[config.mk]
export PLATFORM = sky130hd
export DESIGN_NAME = sid_reg_sequencer
export DESIGN_NICKNAME = d
export VERILOG_FILES = /design/src/rtl/sid_seq_pkg.sv /design/src/rtl/sid_seq_timer.sv /design/src/rtl/sid_reg_sequencer.sv
export SDC_FILE = /design/constraint.sdc
export NUM_CORES = 1
export LEC_CHECK = 0
export ABC_AREA = 1
export CORE_ASPECT_RATIO = 1.1
export CORE_MARGIN = 5
export CORE_UTILIZATION = 50
export DETAILED_ROUTE_END_ITERATION = 7
export HOLD_SLACK_MARGIN = 0.15
export PLACE_DENSITY_LB_ADDON = 0.08
export SYNTH_ARGS = -nofsm -noshare
export SYNTH_HDL_FRONTEND = slang
export SYNTH_SLANG_ARGS = --single-unit
[constraint.sdc]
create_clock -name clk -period 2.9 [get_ports clk]
set_input_delay 0.87 -clock clk [delete_from_list [all_inputs] [get_ports clk]]
set_output_delay 0.87 -clock clk [all_outputs]
set_load 0.1 [all_outputs]
[src/rtl/sid_seq_pkg.sv]
// Shared types for the SID register sequencer: opcodes, program entry layout
// and the width of the clk_en tick counter.
package sid_seq_pkg;

  typedef enum logic [1:0] {
    OP_WRITE = 2'b00,
    OP_WAIT  = 2'b01,
    OP_JUMP  = 2'b10,
    OP_END   = 2'b11
  } sid_op_e;

  localparam int ENTRY_W = 15;
  localparam int TICK_W  = 13;

  // One program entry: [14:13] op, [12:8] addr, [7:0] data.
  typedef struct packed {
    sid_op_e    op;
    logic [4:0] addr;
    logic [7:0] data;
  } sid_entry_t;

endpackage

[src/rtl/sid_seq_timer.sv]
// clk_en tick down-counter shared by the post-write gap and WAIT entries.
// A load always wins over a coincident tick; the count parks at zero.
module sid_seq_timer
  import sid_seq_pkg::*;
(
  input  logic              clk,
  input  logic              n_reset,
  input  logic              load,
  input  logic [TICK_W-1:0] load_val,
  input  logic              tick,
  output logic              zero
);

  logic [TICK_W-1:0] count_reg;

  // Load a new count, otherwise step down once per clk_en tick until empty.
  always_ff @(posedge clk or negedge n_reset) begin
    if (!n_reset) begin
      count_reg <= '0;
    end else if (load) begin
      count_reg <= load_val;
    end else if (tick && (count_reg != '0)) begin
      count_reg <= count_reg - 1'b1;
    end
  end

  assign zero = (count_reg == '0);

endmodule

[src/rtl/sid_reg_sequencer.sv]
// Runs a small program of SID register writes, waits and jumps, pacing the
// SID chip-select pulses on the 1 MHz clk_en strobe.
module sid_reg_sequencer
  import sid_seq_pkg::*;
#(
  parameter  int DEPTH     = 16,
  parameter  int WRITE_GAP = 1000,
  localparam int IDX_W     = $clog2(DEPTH)
) (
  input  logic               clk,
  input  logic               n_reset,
  input  logic               clk_en,
  input  logic               start,
  input  logic               stop,
  input  logic               load_en,
  input  logic [IDX_W-1:0]   load_idx,
  input  logic [ENTRY_W-1:0] load_word,
  output logic [4:0]         sid_addr,
  output logic [7:0]         sid_data,
  output logic               sid_n_cs,
  output logic               busy,
  output logic               done,
  output logic [IDX_W-1:0]   pc
);

  typedef enum logic [2:0] {
    ST_IDLE,
    ST_FETCH,
    ST_WRITE,
    ST_GAP,
    ST_WAIT,
    ST_DONE
  } state_e;

  localparam logic [IDX_W-1:0]  LAST_IDX  = IDX_W'(DEPTH - 1);
  localparam logic [8:0]        DEPTH_EXT = 9'(DEPTH);
  localparam logic [TICK_W-1:0] GAP_TICKS = TICK_W'(WRITE_GAP);

  state_e             state_reg, state_next;
  logic [IDX_W-1:0]   pc_reg, pc_next;
  logic [4:0]         sid_addr_reg, sid_addr_next;
  logic [7:0]         sid_data_reg, sid_data_next;
  logic               n_cs_reg, n_cs_next;
  logic               timer_load;
  logic [TICK_W-1:0]  timer_val;
  logic               timer_zero;
  logic [ENTRY_W-1:0] prog_mem [DEPTH];
  logic [ENTRY_W-1:0] rd_word_reg;
  sid_entry_t         rd_entry;
  logic               load_ok;
  logic               at_last;

  assign rd_entry = sid_entry_t'(rd_word_reg);
  assign load_ok  = load_en && ((state_reg == ST_IDLE) || (state_reg == ST_DONE));
  assign at_last  = (pc_reg == LAST_IDX);

  // Program table: loads only while stopped; the read follows pc_next so FETCH
  // already holds table[pc], with a write-first bypass for a load on the start edge.
  always_ff @(posedge clk) begin
    if (load_ok) begin
      prog_mem[load_idx] <= load_word;
    end
    if (load_ok && (load_idx == pc_next)) begin
      rd_word_reg <= load_word;
    end else begin
      rd_word_reg <= prog_mem[pc_next];
    end
  end

  sid_seq_timer u_timer (
    .clk      (clk),
    .n_reset  (n_reset),
    .load     (timer_load),
    .load_val (timer_val),
    .tick     (clk_en),
    .zero     (timer_zero)
  );

  // Next-state logic: dispatch fetched entries, pace writes and waits, stop overrides all.
  always_comb begin
    state_next    = state_reg;
    pc_next       = pc_reg;
    sid_addr_next = sid_addr_reg;
    sid_data_next = sid_data_reg;
    n_cs_next     = n_cs_reg;
    timer_load    = 1'b0;
    timer_val     = '0;
    unique case (state_reg)
      ST_IDLE, ST_DONE: begin
        if (start) begin
          pc_next    = '0;
          state_next = ST_FETCH;
        end
      end
      ST_FETCH: begin
        case (rd_entry.op)
          OP_WRITE: begin
            sid_addr_next = rd_entry.addr;
            sid_data_next = rd_entry.data;
            n_cs_next     = 1'b0;
            state_next    = ST_WRITE;
          end
          OP_WAIT: begin
            timer_load = 1'b1;
            timer_val  = {rd_entry.addr, rd_entry.data};
            state_next = ST_WAIT;
          end
          OP_JUMP: begin
            if ({1'b0, rd_entry.data} >= DEPTH_EXT) begin
              state_next = ST_DONE;
            end else begin
              pc_next    = rd_entry.data[IDX_W-1:0];
              state_next = ST_FETCH;
            end
          end
          OP_END: begin
            state_next = ST_DONE;
          end
        endcase
      end
      ST_WRITE: begin
        // Chip select stays low through the tick edge so the SID samples it.
        if (clk_en) begin
          n_cs_next  = 1'b1;
          timer_load = 1'b1;
          timer_val  = GAP_TICKS;
          state_next = ST_GAP;
        end
      end
      ST_GAP, ST_WAIT: begin
        if (timer_zero) begin
          if (at_last) begin
            state_next = ST_DONE;
          end else begin
            pc_next    = pc_reg + 1'b1;
            state_next = ST_FETCH;
          end
        end
      end
      default: begin
        state_next = ST_IDLE;
      end
    endcase
    if (stop) begin
      state_next    = ST_IDLE;
      pc_next       = pc_reg;
      sid_addr_next = sid_addr_reg;
      sid_data_next = sid_data_reg;
      n_cs_next     = 1'b1;
    end
  end

  // Sequencer state and registered SID bus; reset releases chip select at once.
  always_ff @(posedge clk or negedge n_reset) begin
    if (!n_reset) begin
      state_reg    <= ST_IDLE;
      pc_reg       <= '0;
      sid_addr_reg <= '0;
      sid_data_reg <= '0;
      n_cs_reg     <= 1'b1;
    end else begin
      state_reg    <= state_next;
      pc_reg       <= pc_next;
      sid_addr_reg <= sid_addr_next;
      sid_data_reg <= sid_data_next;
      n_cs_reg     <= n_cs_next;
    end
  end

  assign sid_addr = sid_addr_reg;
  assign sid_data = sid_data_reg;
  assign sid_n_cs = n_cs_reg;
  assign pc       = pc_reg;
  assign busy     = state_reg inside {ST_FETCH, ST_WRITE, ST_GAP, ST_WAIT};
  assign done     = (state_reg == ST_DONE);

endmodule

==> results of run 1 <==
-- stage by stage --
stage / worst slack [ns] / instance area (µm²) / hold slack, ns / instances / utilization (%)
2_1_floorplan: 0.2217 / 11950 / 0.4489 / 1108 / -
3_3_place_gp: 0.3538 / 13080 / 0.4588 / 1461 / 55.37
3_5_place_dp: 0.3356 / 13080 / 0.4640 / 1461 / 55.37
4_1_cts: 0.05877 / 13990 / 0.4792 / 1512 / 59.21
5_1_grt: 0.02931 / 14000 / 0.5000 / 1512 / 59.26
6_report: 0.2018 / 14000 / 0.4755 / 1514 / 59.29
-- worst min-delay path by stage --
stage | from | end | slack (ns) | cells after the start
final | sid_data[7] | sid_data[7] | 0.48 | 2
after global routing | sid_data[7] | sid_data[7] | 0.50 | 2
after CTS | sid_data[5] | sid_data[5] | 0.48 | 2
after detailed placement | sid_data[5] | sid_data[5] | 0.46 | 2
after global placement | sid_data[7] | sid_data[7] | 0.46 | 2
after floorplan | u_timer.count_reg[1] | u_timer.count_reg[1] | 0.45 | 2
-- cells in the mapped netlist --
library cell,count,area [µm²]
inv_6,1,8.760
a21boi_0,1,7.510
nor4_1,2,12.51
dfstp_2,1,26.28
buf_4,6,45.04
clkbuf_1,15,56.30
nor2_2,2,12.51
nor3_1,3,15.01
nand3_1,108,540.5
o21a_1,1,7.510
a21oi_1,9,45.04
dfrtp_1,33,825.8
or2_2,1,6.260
nand4_1,5,31.28
o211ai_1,16,120.1
a21oi_2,4,35.03
dfxtp_1,4,80.08
a31oi_1,2,12.51
inv_2,4,15.01
buf_6,8,90.09
nand3_2,1,10.01
nand2_1,235,882.1
inv_1,80,300.3
buf_2,20,100.1
o221ai_1,12,105.1
o21ai_2,1,8.760
nor2_4,3,33.78
o22ai_1,4,25.02
ha_1,2,25.02
nor2_1,160,600.6
edfxtp_1,240,7207
o21ai_1,9,45.04
xnor2_1,1,8.760
o21ai_0,99,495.5
xor2_1,8,70.07
buf_1,2,7.510
nand2_2,5,31.28
-- logic make-up after synthesis --
group,count (synthesis)
and+or+nand+nor,525
AOI/OAI and AO/OA,158
DFF,278
adders and majority gates,2
xor gates and xnor gates,9
buffers and inverters,136
-- cell usage in the layout (no fill, tap or decap), types with 2 or more instances in the layout --
cell type and count:
o21ai_0 99, nand2_1 235, nand4_1 5, nor2_2 18
diode_2 2, o21ai_1 9, xor2_1 8, nand3_1 108
inv_2 5, dfrtp_1 33, a21oi_1 9, ha_1 2
nor3_1 3, a21oi_2 4, a31oi_1 2, clkbuf_16 29
inv_1 79, o22ai_1 4, dfxtp_1 2, o221ai_1 12
clkbuf_1 6, buf_12 16, clkinv_1 6, clkinv_2 5
bufinv_16 3, o211ai_1 16, nor4_1 2, edfxtp_1 240
nand2_2 5, clkdlybuf4s50_1 24, buf_4 59, nor2_4 5
nor2_1 142
-- worst max-delay path, stage by stage, from the launching register on --
cell	delay [ns]
dfrtp_1	0.40
inv_1	0.10
nand2_1	0.14
nor2_4	0.19
inv_2	0.13
nand3_1	0.16
buf_12	0.19
-- final cells by class --
type	instances	share of cell area, %
diodes	2	0.03574
clock buffers	35	5.343
multi-input cells	694	23.15
inverters	85	2.314
clock inverters	16	1.117
well taps	305	2.725
repair buffers	99	7.165
flip-flops and latches	278	58.15
-- what timing repair did --
action	4_1_cts	5_1_grt
gates resized for setup	2	3
endpoints found under the setup margin	1	1
hold buffers	0	0
-- power by group through the flow --
stage	Sequential, W	Clock (W)	Combinational [W]
2_1_floorplan	0.00574	0	0.00376
3_3_place_gp	0.00506	0	0.00641
3_5_place_dp	0.00506	0	0.00645
4_1_cts	0.00498	0.00365	0.00647
5_1_grt	0.00503	0.00381	0.00709
6_report	0.00499	0.00357	0.00648
-- per-layer routing --
metal | global-route usage (%) | vias to the layer above
met5 | 0 | -
met4 | 7.258 | 0
met3 | 3.630 | 70
met1 | 30.45 | 3878
met2 | 37.44 | 246
li1 | - | 3976
==> flow_summary.json, run 1 <==
{
  "outcome": "finished, final reports clean",
  "die_w_um": 157.4,
  "pwr-share-seq_pct": 33.2,
  "synth_top_family_by_area": "simple AND/OR/NAND/NOR gates",
  "hp-class": "reg -> reg",
  "crit_start": "state_reg[1]",
  "wl_met2_um": 14550,
  "hold_viol_final": 0,
  "rrSetupSlack_ns": 0.40,
  "irDropWorstVdd_uv": 675.5,
  "rows": 59,
  "netlist_area_um2": 11950,
  "p_int_w": 0.008633,
  "synth_mux_area_share_pct": 0,
  "cp-start-kind": "flop",
  "synth_compound_area_share_pct": 7.592,
  "grt_max_degree": 46,
  "synthAdderAreaFrac_pct": 0.2094,
  "route.detailed.drc": 0,
  "slew_headroom_pct": 48.66,
  "wl_met3_um": 1968,
  "skew_ns": 0.01781,
  "final-setup-viol-count": 0,
  "drv_cap": 0,
  "clockPowerShare_pct": 23.7,
  "ys_types": 37,
  "power_w": 0.01504,
  "clk_pin_slew_ns": 0.06,
  "syn_avg_cell_area_um2": 10.78,
  "worst_pin_slew_ns": 0.7677,
  "synthSimpleGateAreaFrac_pct": 18.21,
  "hpwl_um": 19610,
  "reg2reg_to": "pc[2]",
  "path_class": "reg -> out",
  "start_util_pct": 50.58,
  "grt_pass1_wl_um": 46400,
  "drt_wl_total_um": 30080,
  "syn2layout_area_growth_pct": 17.20,
  "power.net_switching_w": 0.006408,
  "seq_area_um2": 8144,
  "synth-xor-area-share_pct": 0.6597,
  "synthCells": 1108,
  "portBuffers": 44,
  "fmax_mhz": 370.6,
  "ys_ff_latch": 278,
  "tritoncts": "yes",
  "syn_nets": 1135,
  "clock_latency_ns": 0.54,
  "drtPass1Iterations": 8,
  "ctsHtreeMaxLevel": 1,
  "core-area_um2": 23620,
  "grt_usage_pct": 22.46,
  "drive_gt1_share_pct": 13.09,
  "gp_congestion": 0.8283,
  "antenna_found_initial": 0,
  "drt_iter0_drc": 878,
  "ant_nets": 0,
  "dieArea_um2": 27090,
  "r2r_cells": 13,
  "wl_met1_um": 12600,
  "nets": 1214,
  "cts_root_buf": "clkbuf_16",
  "fin_tns_setup_ns": 0,
  "largest_reg_flops": 240,
  "seq_area_frac_synth_pct": 68.12,
  "min_period_over_period_pct": 93.04,
  "cp.required_ns": 2.03,
  "grt_pass1_vias": 8012,
  "grt_overflow": 0,
  "cts_setup_buffers": 0,
  "final.fill_count": 1987,
  "die_h_um": 172.1,
  "p_leak_nw": 5.372,
  "min_period_ns": 2.698,
  "crit_fanout": 6,
  "rsz0062_at_grt": "no",
  "power.density_nw_per_um2": 1074,
  "end_kind": "output port",
  "highest_layer": "met4",
  "cts_made_buffers": 29,
  "crit_end": "busy",
  "arrival_ns": 1.83,
  "ioPinCount": 45,
  "ys_warn_count": 0,
  "via_per_inst": 5.396,
  "routedWlPerCell_um": 19.87,
  "vias": 8170,
  "multi_input_area_um2": 3242,
  "maxSlewViolCount": 0,
  "clock_sinks": 278,
  "combPwrFrac_pct": 43.1,
  "clk_path_buf_depth": 3,
  "swShare_pct": 42.60
}
Power figures use the tool's default switching activity.
==> run 2: changes to the inputs <==
--- a/config.mk
+++ b/config.mk
@@ -10,7 +10,7 @@
 export CORE_MARGIN = 5
 export CORE_UTILIZATION = 50
 export DETAILED_ROUTE_END_ITERATION = 7
-export HOLD_SLACK_MARGIN = 0.15
+export GPL_TIMING_DRIVEN = 0
 export PLACE_DENSITY_LB_ADDON = 0.08
 export SYNTH_ARGS = -nofsm -noshare
 export SYNTH_HDL_FRONTEND = slang
==> flow_summary.json, run 2 (same netlist as run 1, synthesis figures left out) <==
{
  "power_w": 0.01490,
  "skew_ns": 0.01769,
  "rows": 59,
  "layout_common_cells": "edfxtp_1, nand2_1, nor2_1",
  "hp-class": "in -> async",
  "worst_pin_slew_ns": 0.9753,
  "fin_util_pct": 59.23,
  "layout.cells.non_filler": 1525,
  "fmax_mhz": 356.4,
  "drive_gt1_share_pct": 10.66,
  "antenna_found_initial": 0,
  "cts_root_buf": "clkbuf_16",
  "nets": 1226,
  "power.density_nw_per_um2": 1065,
  "drt_wl_total_um": 32050,
  "final-setup-viol-count": 0,
  "die_h_um": 172.1,
  "cp.required_ns": 2.03,
  "via_per_inst": 5.513,
  "cp_slowest_stage_delay_ns": 0.40,
  "dpl_worst_slack_ns": -0.4583,
  "hpwl_um": 21050,
  "seq_area_um2": 8139,
  "path_class": "reg -> out",
  "grt_usage_pct": 23.98,
  "drtPass1Iterations": 5,
  "hold_viol_final": 0,
  "rsz0062_at_grt": "yes",
  "drt_iter0_drc": 801,
  "clock_latency_ns": 0.56,
  "clk_pin_slew_ns": 0.06,
  "portBuffers": 44,
  "layout_setup_ws_ns": 0.09416,
  "cp_top_family": "buffers and inverters",
  "grt_max_degree": 35,
  "holdWs_ns": 0.3950,
  "cpMaxStageDelayCell": "dfrtp_1",
  "drv_cap": 0,
  "irDropWorstVdd_uv": 586.5,
  "ant_nets": 0,
  "final.fill_count": 2017,
  "min_period_ns": 2.806,
  "largest_reg_flops": 240,
  "grt_pass1_vias": 8197,
  "route.detailed.drc": 0,
  "ioPinCount": 45,
  "crit_fanout": 6,
  "cts_setup_buffers": 0,
  "cp.buffers_inverters": 3,
  "clk_path_buf_depth": 3,
  "syn2layout_area_growth_pct": 17.09,
  "start_util_pct": 50.58,
  "tritoncts": "yes",
  "multi_input_area_um2": 3242,
  "min_period_over_period_pct": 96.75,
  "layout_commonest_cell": "edfxtp_1",
  "antenna_cells": 0,
  "die_w_um": 157.4,
  "p_leak_nw": 5.358,
  "ctsHoldBuffers": 0,
  "ctsHtreeMaxLevel": 1,
  "cts_made_buffers": 29,
  "path_common_cell": "inv_1",
  "vias": 8408,
  "grt_overflow": 0,
  "outcome": "finished, final reports clean",
  "crit_path_cell_trace": "inv_1 > nand2_1 > nor2_4 > inv_1 > nand3_1 > buf_6",
  "dp.cells": 1473,
  "core-area_um2": 23620,
  "routedWlPerCell_um": 21.02,
  "arrival_ns": 1.94,
  "post_cts_resized": 30,
  "grt_pass1_wl_um": 48890,
  "gp_congestion": 0.8388,
  "slew_headroom_pct": 35.24,
  "maxSlewViolCount": 0,
  "end_kind": "output port",
  "clock_sinks": 278,
  "dieArea_um2": 27090,
  "cp-start-kind": "flop"
}
[run 2: changes by cell type in the layout (fill, tap and decap cells not counted), moves of 4 or more]
cell / change
buf_12: -16
dlygate4sd2_1: +18
buf_4: -53
buf_8: +8
buf_16: +7
buf_2: +21
clkinv_1: +4
clkbuf_1: +15
buf_6: +10
[run 2: layer usage]
layer  wire length [µm]  vias to the layer above  share of wire [%]  global-route usage, %
met3               2345                       59                7.3                  3.980
li1                   -                     3994                  -                      -
met4                793                        0                2.5                  6.659
met5                  0                        -                  0                      0
met2              15490                      323                 48                  40.25
met1              13430                     4032                 42                  32.71
[run 2: cell type report]
class                           instances  area share [%]
Buffer                                 51           2.137
Clock buffer                           35           5.348
Clock inverter                         17          0.8406
Inverter                               85           2.316
Multi-Input combinational cell        694           23.17
Sequential cell                       278           58.17
Tap cell                              305           2.728
Timing Repair Buffer                   60           5.285
[run 2: where the power goes]
| group | internal, W | switching [W] | leakage (nW) |
|---|---|---|---|
| logic | 0.00176 | 0.00480 | 2.32 |
| registers | 0.00471 | 0.000219 | 2.62 |
| clock network | 0.00192 | 0.00150 | 0.416 |
[run 2: stage by stage]
| step | area [µm²] | TNS, ns |
|---|---|---|
| after global placement | 12770 | -207.62 |
| after floorplan | 11950 | 0 |
| final | 13990 | 0 |
| after detailed placement | 13130 | -15.58 |
| after CTS | 13980 | 0 |
| after global routing | 13990 | -0.02014 |
[run 2: final timing paths]
kind / startpoint / end / slack, ns / cells after the start
worst min register to register: sid_data[7] / sid_data[7] / 0.47 / 2
min in group clk: sid_data[7] / sid_data[7] / 0.47 / 2
worst max-delay path: state_reg[1] / busy / 0.09 / 6
max in group asynchronous: n_reset / u_timer.count_reg[5] / 2.00 / 1
worst max register to register: state_reg[1] / prog_mem[3][13] / 0.24 / 8
worst min-delay path: n_reset / sid_data[1] / 0.39 / 1
==> run 3: changes to the inputs <==
--- a/config.mk
+++ b/config.mk
@@ -6,12 +6,13 @@
 export NUM_CORES = 1
 export LEC_CHECK = 0
 export ABC_AREA = 1
+export ABC_CLOCK_PERIOD_IN_PS = 2900
 export CORE_ASPECT_RATIO = 1.1
 export CORE_MARGIN = 5
 export CORE_UTILIZATION = 50
 export DETAILED_ROUTE_END_ITERATION = 7
 export GPL_TIMING_DRIVEN = 0
-export PLACE_DENSITY_LB_ADDON = 0.08
+export PLACE_DENSITY_LB_ADDON = 0.05
 export SYNTH_ARGS = -nofsm -noshare
 export SYNTH_HDL_FRONTEND = slang
 export SYNTH_SLANG_ARGS = --single-unit
==> flow_summary.json, run 3 (same netlist as run 1, synthesis figures left out) <==
{
  "outcome": "finished, final reports clean",
  "cp.required_ns": 2.03,
  "maxSlewViolCount": 0,
  "cts_root_buf": "clkbuf_16",
  "hold_viol_final": 0,
  "clock_sinks": 278,
  "ant_nets": 0,
  "multi_input_area_um2": 3242,
  "cp_slowest_stage_delay_ns": 0.85,
  "skew_ns": 0.01137,
  "clock_latency_ns": 0.55,
  "fmax_mhz": 356.4,
  "die_w_um": 157.4,
  "dp.cells": 1472,
  "dieArea_um2": 27090,
  "layout_common_cells": "edfxtp_1, nand2_1, nor2_1",
  "grt_overflow": 0,
  "grt_pass1_vias": 7988,
  "rows": 59,
  "irDropWorstVdd_uv": 657.4,
  "end_kind": "output port",
  "layout.cells.non_filler": 1523,
  "dpl_worst_slack_ns": -0.4534,
  "drt_wl_total_um": 32430,
  "layout_commonest_cell": "edfxtp_1",
  "ctsHtreeMaxLevel": 1,
  "crit_path_cell_trace": "dlygate4sd2_1",
  "ioPinCount": 45,
  "drtPass1Iterations": 6,
  "nets": 1226,
  "portBuffers": 44,
  "hp-class": "in -> async",
  "place_area_um2": 13110,
  "routedWlPerCell_um": 21.29,
  "clk_pin_slew_ns": 0.06,
  "vias": 8470,
  "cp_top_family": "buffers and inverters",
  "antenna_cells": 0,
  "antenna_found_initial": 0,
  "fin_util_pct": 59.35,
  "via_per_inst": 5.561,
  "syn2layout_area_growth_pct": 17.33,
  "start_util_pct": 50.58,
  "layout_setup_ws_ns": 0.09387,
  "die_h_um": 172.1,
  "min_period_over_period_pct": 96.76,
  "ctsHoldBuffers": 0,
  "design_area_um2": 14020,
  "p_leak_nw": 5.372,
  "grt_max_degree": 35,
  "cp-start-kind": "flop",
  "core-area_um2": 23620,
  "tritoncts": "yes",
  "cts_made_buffers": 29,
  "crit_fanout": 2,
  "final.fill_count": 2042,
  "rsz0062_at_grt": "no",
  "hpwl_um": 20970,
  "final-setup-viol-count": 0,
  "drv_cap": 0,
  "grt_pass1_wl_um": 48550,
  "route.detailed.drc": 0,
  "grt_usage_pct": 23.90,
  "cp.buffers_inverters": 1,
  "drt_iter0_drc": 763,
  "clk_path_buf_depth": 3,
  "fin_tns_setup_ns": 0,
  "cpMaxStageDelayCell": "dlygate4sd2_1",
  "power.density_nw_per_um2": 1079,
  "arrival_ns": 1.94,
  "slew_headroom_pct": 36.34,
  "gp_congestion": 0.8407,
  "largest_reg_flops": 240,
  "seq_area_um2": 8139,
  "drive_gt1_share_pct": 11.17,
  "worst_pin_slew_ns": 0.9587,
  "path_class": "reg -> out",
  "min_period_ns": 2.806
}
## run 3: changes by cell type in the layout (fill, tap and decap cells not counted), sizes merged
cell      previous run  this run
bufinv               1         3
inv                 86        85
clkinvlp             2         3
clkinv              13         9
## run 3: area by class of cell
cell class,instances,share of cell area (%)
Buffer,51,2.133
Clock buffer,35,5.337
Clock inverter,15,1.160
Inverter,85,2.338
Multi-Input combinational cell,694,23.12
Sequential cell,278,58.05
Tap cell,305,2.722
Timing Repair Buffer,60,5.132
## run 3: worst paths after layout
path                         startpoint              endpoint  slack (ns)  depth (start not counted)
setup / recovery               sid_n_cs              sid_n_cs        0.09                          1
hold / removal                  n_reset                 pc[1]        0.41                          1
setup reg to reg           state_reg[1]        prog_mem[3][7]        0.20                          8
hold reg to reg             sid_addr[4]           sid_addr[4]        0.47                          2
max in group asynchronous       n_reset  u_timer.count_reg[6]        1.96                          1
min in group clk            sid_addr[4]           sid_addr[4]        0.47                          2
## run 3: repair_timing
action                                  4_1_cts  5_1_grt
resized for setup                            30        2
endpoints found under the setup margin       20        1
setup buffers                                 0        1
pin swaps                                     0        0
## run 3: layer usage
metal,part of all wire [%],global-route usage [%],routed length (µm),vias up
met3,6.4,3.104,2070,66
met4,3.2,8.230,1049,0
met5,0,0,0,-
li1,-,-,-,3987
met1,43,33.61,13910,4104
met2,47,38.84,15400,313
## run 3: power breakdown
part	switching, W	internal, W	total [W]
logic	0.00482	0.00177	0.00659
clock network	0.00151	0.00210	0.00361
registers	0.000218	0.00471	0.00493
## run 3: stage by stage
stage / total power [W] / hold slack, ns
6_report: 0.01513 / 0.4079
5_1_grt: 0.01596 / 0.4659
4_1_cts: 0.01515 / 0.4149
3_5_place_dp: 0.01158 / 0.4627
3_3_place_gp: 0.01147 / 0.4588
2_1_floorplan: 0.009494 / 0.4489
==> RTL edit: new RTL, flow settings as in run 3 <==
`sid_data_reg` no longer has a reset.
--- a/src/rtl/sid_reg_sequencer.sv
+++ b/src/rtl/sid_reg_sequencer.sv
@@ -156,15 +156,17 @@
       state_reg    <= ST_IDLE;
       pc_reg       <= '0;
       sid_addr_reg <= '0;
-      sid_data_reg <= '0;
       n_cs_reg     <= 1'b1;
     end else begin
       state_reg    <= state_next;
       pc_reg       <= pc_next;
       sid_addr_reg <= sid_addr_next;
-      sid_data_reg <= sid_data_next;
       n_cs_reg     <= n_cs_next;
     end
+  end
+
+  always_ff @(posedge clk) begin
+    sid_data_reg <= sid_data_next;
   end
 
   assign sid_addr = sid_addr_reg;
Check against the original RTL: differs if n_reset is asserted again (counterexample within 4 cycles, from zero or initial values and one cycle with n_reset low); with n_reset held inactive, the same outputs for 4 cycles.
==> RTL edit against run 3 <==
Global-route usage down 0.39 points. Die area down 0.57%. Sequential power about the same. Maximum frequency down 1.9%. Final area down 0.24%. Sequential cell count unchanged. Sequential share of layout area up 0.43 points. First-iteration DRC count up 8.7%. Area after synthesis down 0.61%. Setup slack worse by 0.053 ns. Final cell count down 0.85%. Via count down 1.3%. Wire length down 2.3%. Power down 3.5%. Critical path type unchanged. Critical endpoint is now sid_data[3]. Largest cell class unchanged.
==> RTL edit: results (changes against run 3) <==
Family with the most delay on the worst path: buffers and inverters (unchanged)
Dominant cells by area after synthesis: sky130_fd_sc_hd__edfxtp_1 (63%), sky130_fd_sc_hd__nand2_1 (7.3%), sky130_fd_sc_hd__dfrtp_1 (5.3%) (was sky130_fd_sc_hd__edfxtp_1 (60%), sky130_fd_sc_hd__nand2_1 (7.4%), sky130_fd_sc_hd__dfrtp_1 (6.9%))
Synth Area per Inst: 10.9 um2 (was 10.8 um2)
Number of buffers added by the clock tree synthesis step: 30 (was 29)
Largest driver fanout on the critical path: 1 (was 2)
Antenna violations before repair: 0 (unchanged)
FFs w/ async S/R, synth: 0.0935 (was 0.122)
Largest net degree at the start of global routing: 27 (was 35)
Number of distinct standard cells referenced by the synthesized netlist: 36 (was 37)
Number of standard cells in the final layout excluding fillers: 1510 (was 1523)
Placement Setup Slack: -0.404 ns (was -0.453 ns)
Final clock skew: 0.0112 ns (was 0.0114 ns)
Master of the slowest instance on the critical path: sky130_fd_sc_hd__clkdlybuf4s50_1 (was sky130_fd_sc_hd__dlygate4sd2_1)
Delay of the slowest cell on the worst path: 1.12 ns (was 0.85 ns)
Post-DP HPWL: 21.1 mm (was 21.0 mm)
Global-route usage over all layers: 0.235 (was 0.239)
Detailed-route wire length per cell: 21.0 um (was 21.3 um)
Number of global-route vias before repair: 8021 (was 7988)
Transition time at the pin with the least slew margin: 0.977 ns (was 0.959 ns)
Count of flip-flops with a built-in enable after synthesis: 248 (was 240)
Global-route wire length before repair: 47.3 mm (was 48.5 mm)
CTS root buf: sky130_fd_sc_hd__clkbuf_16 (unchanged)
Leak Pwr: 5.36 nW (was 5.37 nW)
Fraction of layout instances using a drive strength above 1: 0.109 (was 0.112)
Post-Syn Nets: 1117 (was 1135)
Via density per instance: 5.54 (was 5.56)
Buffers on Ports: 44 (unchanged)
DP Area: 13000 um2 (was 13100 um2)
Drt pass-1 iters: 5 (was 6)
DRC violation total after the first TritonRoute iteration: 829 (was 763)
Total number of nets in the final design: 1210 (was 1226)
Sequential cell area fraction in the yosys report: 0.689 (was 0.681)
Adder-Cell Fraction of Synth Area: 0.00211 (was 0.00209)
Status: finished clean (unchanged)
Routability congestion estimate: 0.839 (was 0.841)
Worst path arrival time: 1.99 ns (was 1.94 ns)
Post-Synth XOR/XNOR Area: 0.00664 (was 0.00660)
Share of the synthesized area in compound gates (AO/OA/AOI/OAI): 0.0721 (was 0.0759)
Peak supply drop: 0.520 mV (was 0.657 mV)
Top cells by instance count after synthesis: sky130_fd_sc_hd__edfxtp_1 (248), sky130_fd_sc_hd__nand2_1 (232), sky130_fd_sc_hd__nor2_1 (160) (was sky130_fd_sc_hd__edfxtp_1 (240), sky130_fd_sc_hd__nand2_1 (235), sky130_fd_sc_hd__nor2_1 (160))
[RTL edit: cell count changes after synthesis, sizes merged, moves of 3 or more]
cell    before  now
buf         36   33
clkinv       0    6
dfrtp       33   25
edfxtp     240  248
inv         85   82
nand2      240  236
nand3      109  103
o21ai      109  104
xnor2        1    4
xor2         8    5
[RTL edit: path summary, 6_finish.rpt]
kind | start | to | slack (ns) | cells after the start
max | sid_data[3] | sid_data[3] | 0.04 | 1
min reg2reg | sid_addr[4] | sid_addr[4] | 0.48 | 2
min | n_reset | u_timer.count_reg[12] | 0.33 | 1
min in group clk | sid_addr[4] | sid_addr[4] | 0.48 | 2
max in group asynchronous | n_reset | pc[0] | 2.13 | 1
max reg2reg | register | pc[1] | 0.20 | 10
[RTL edit: through the flow]
stage	setup TNS [ns]	utilization
floorplan	0	-
global placement	-202.81	0.539
detailed placement	-12.61	0.553
CTS	0	0.592
global route	0	0.594
finish	0	0.594
[RTL edit: where the power goes]
part | total, mW | switching [mW] | leakage [nW] | internal (mW)
clock network | 3.63 | 1.52 | 0.459 | 2.11
registers | 4.93 | 0.201 | 2.59 | 4.73
logic | 6.03 | 4.36 | 2.31 | 1.67
[RTL edit: per-layer routing]
metal,vias up,wire [um],track usage
li1,3937,-,-
met1,4043,12800,0.312
met2,307,15300,0.392
met3,71,2290,0.0335
met4,0,1290,0.0966
met5,-,0,0
[RTL edit: cell families (layout without fill, tap and decap cells)]
| group | Yosys count | in the layout |
|---|---|---|
| and+or+nand+nor | 513 | 513 |
| DFF | 278 | 278 |
| AOI/OAI and AO/OA | 151 | 151 |
| buffers and inverters | 137 | 252 |
| xor gates and xnor gates | 9 | 9 |
| adders and majority gates | 2 | 2 |
[RTL edit: final cells by class]
class	count	area, um2
repair buffers	62	744
multi-input cells	675	3130
flip-flops and latches	278	8180
clock buffers	37	798
clock inverters	17	134
well taps	305	382
inverters	88	335
plain buffers	48	280
fillers	2004	9560
[RTL edit: repair_timing]
action / 4_1_cts / 5_1_grt
endpoints found under the hold margin: 0 / 0
pin swaps: 0 / 1
setup endpoints to repair: 26 / 15
setup buffers: 0 / 2
gates resized for setup: 24 / 10
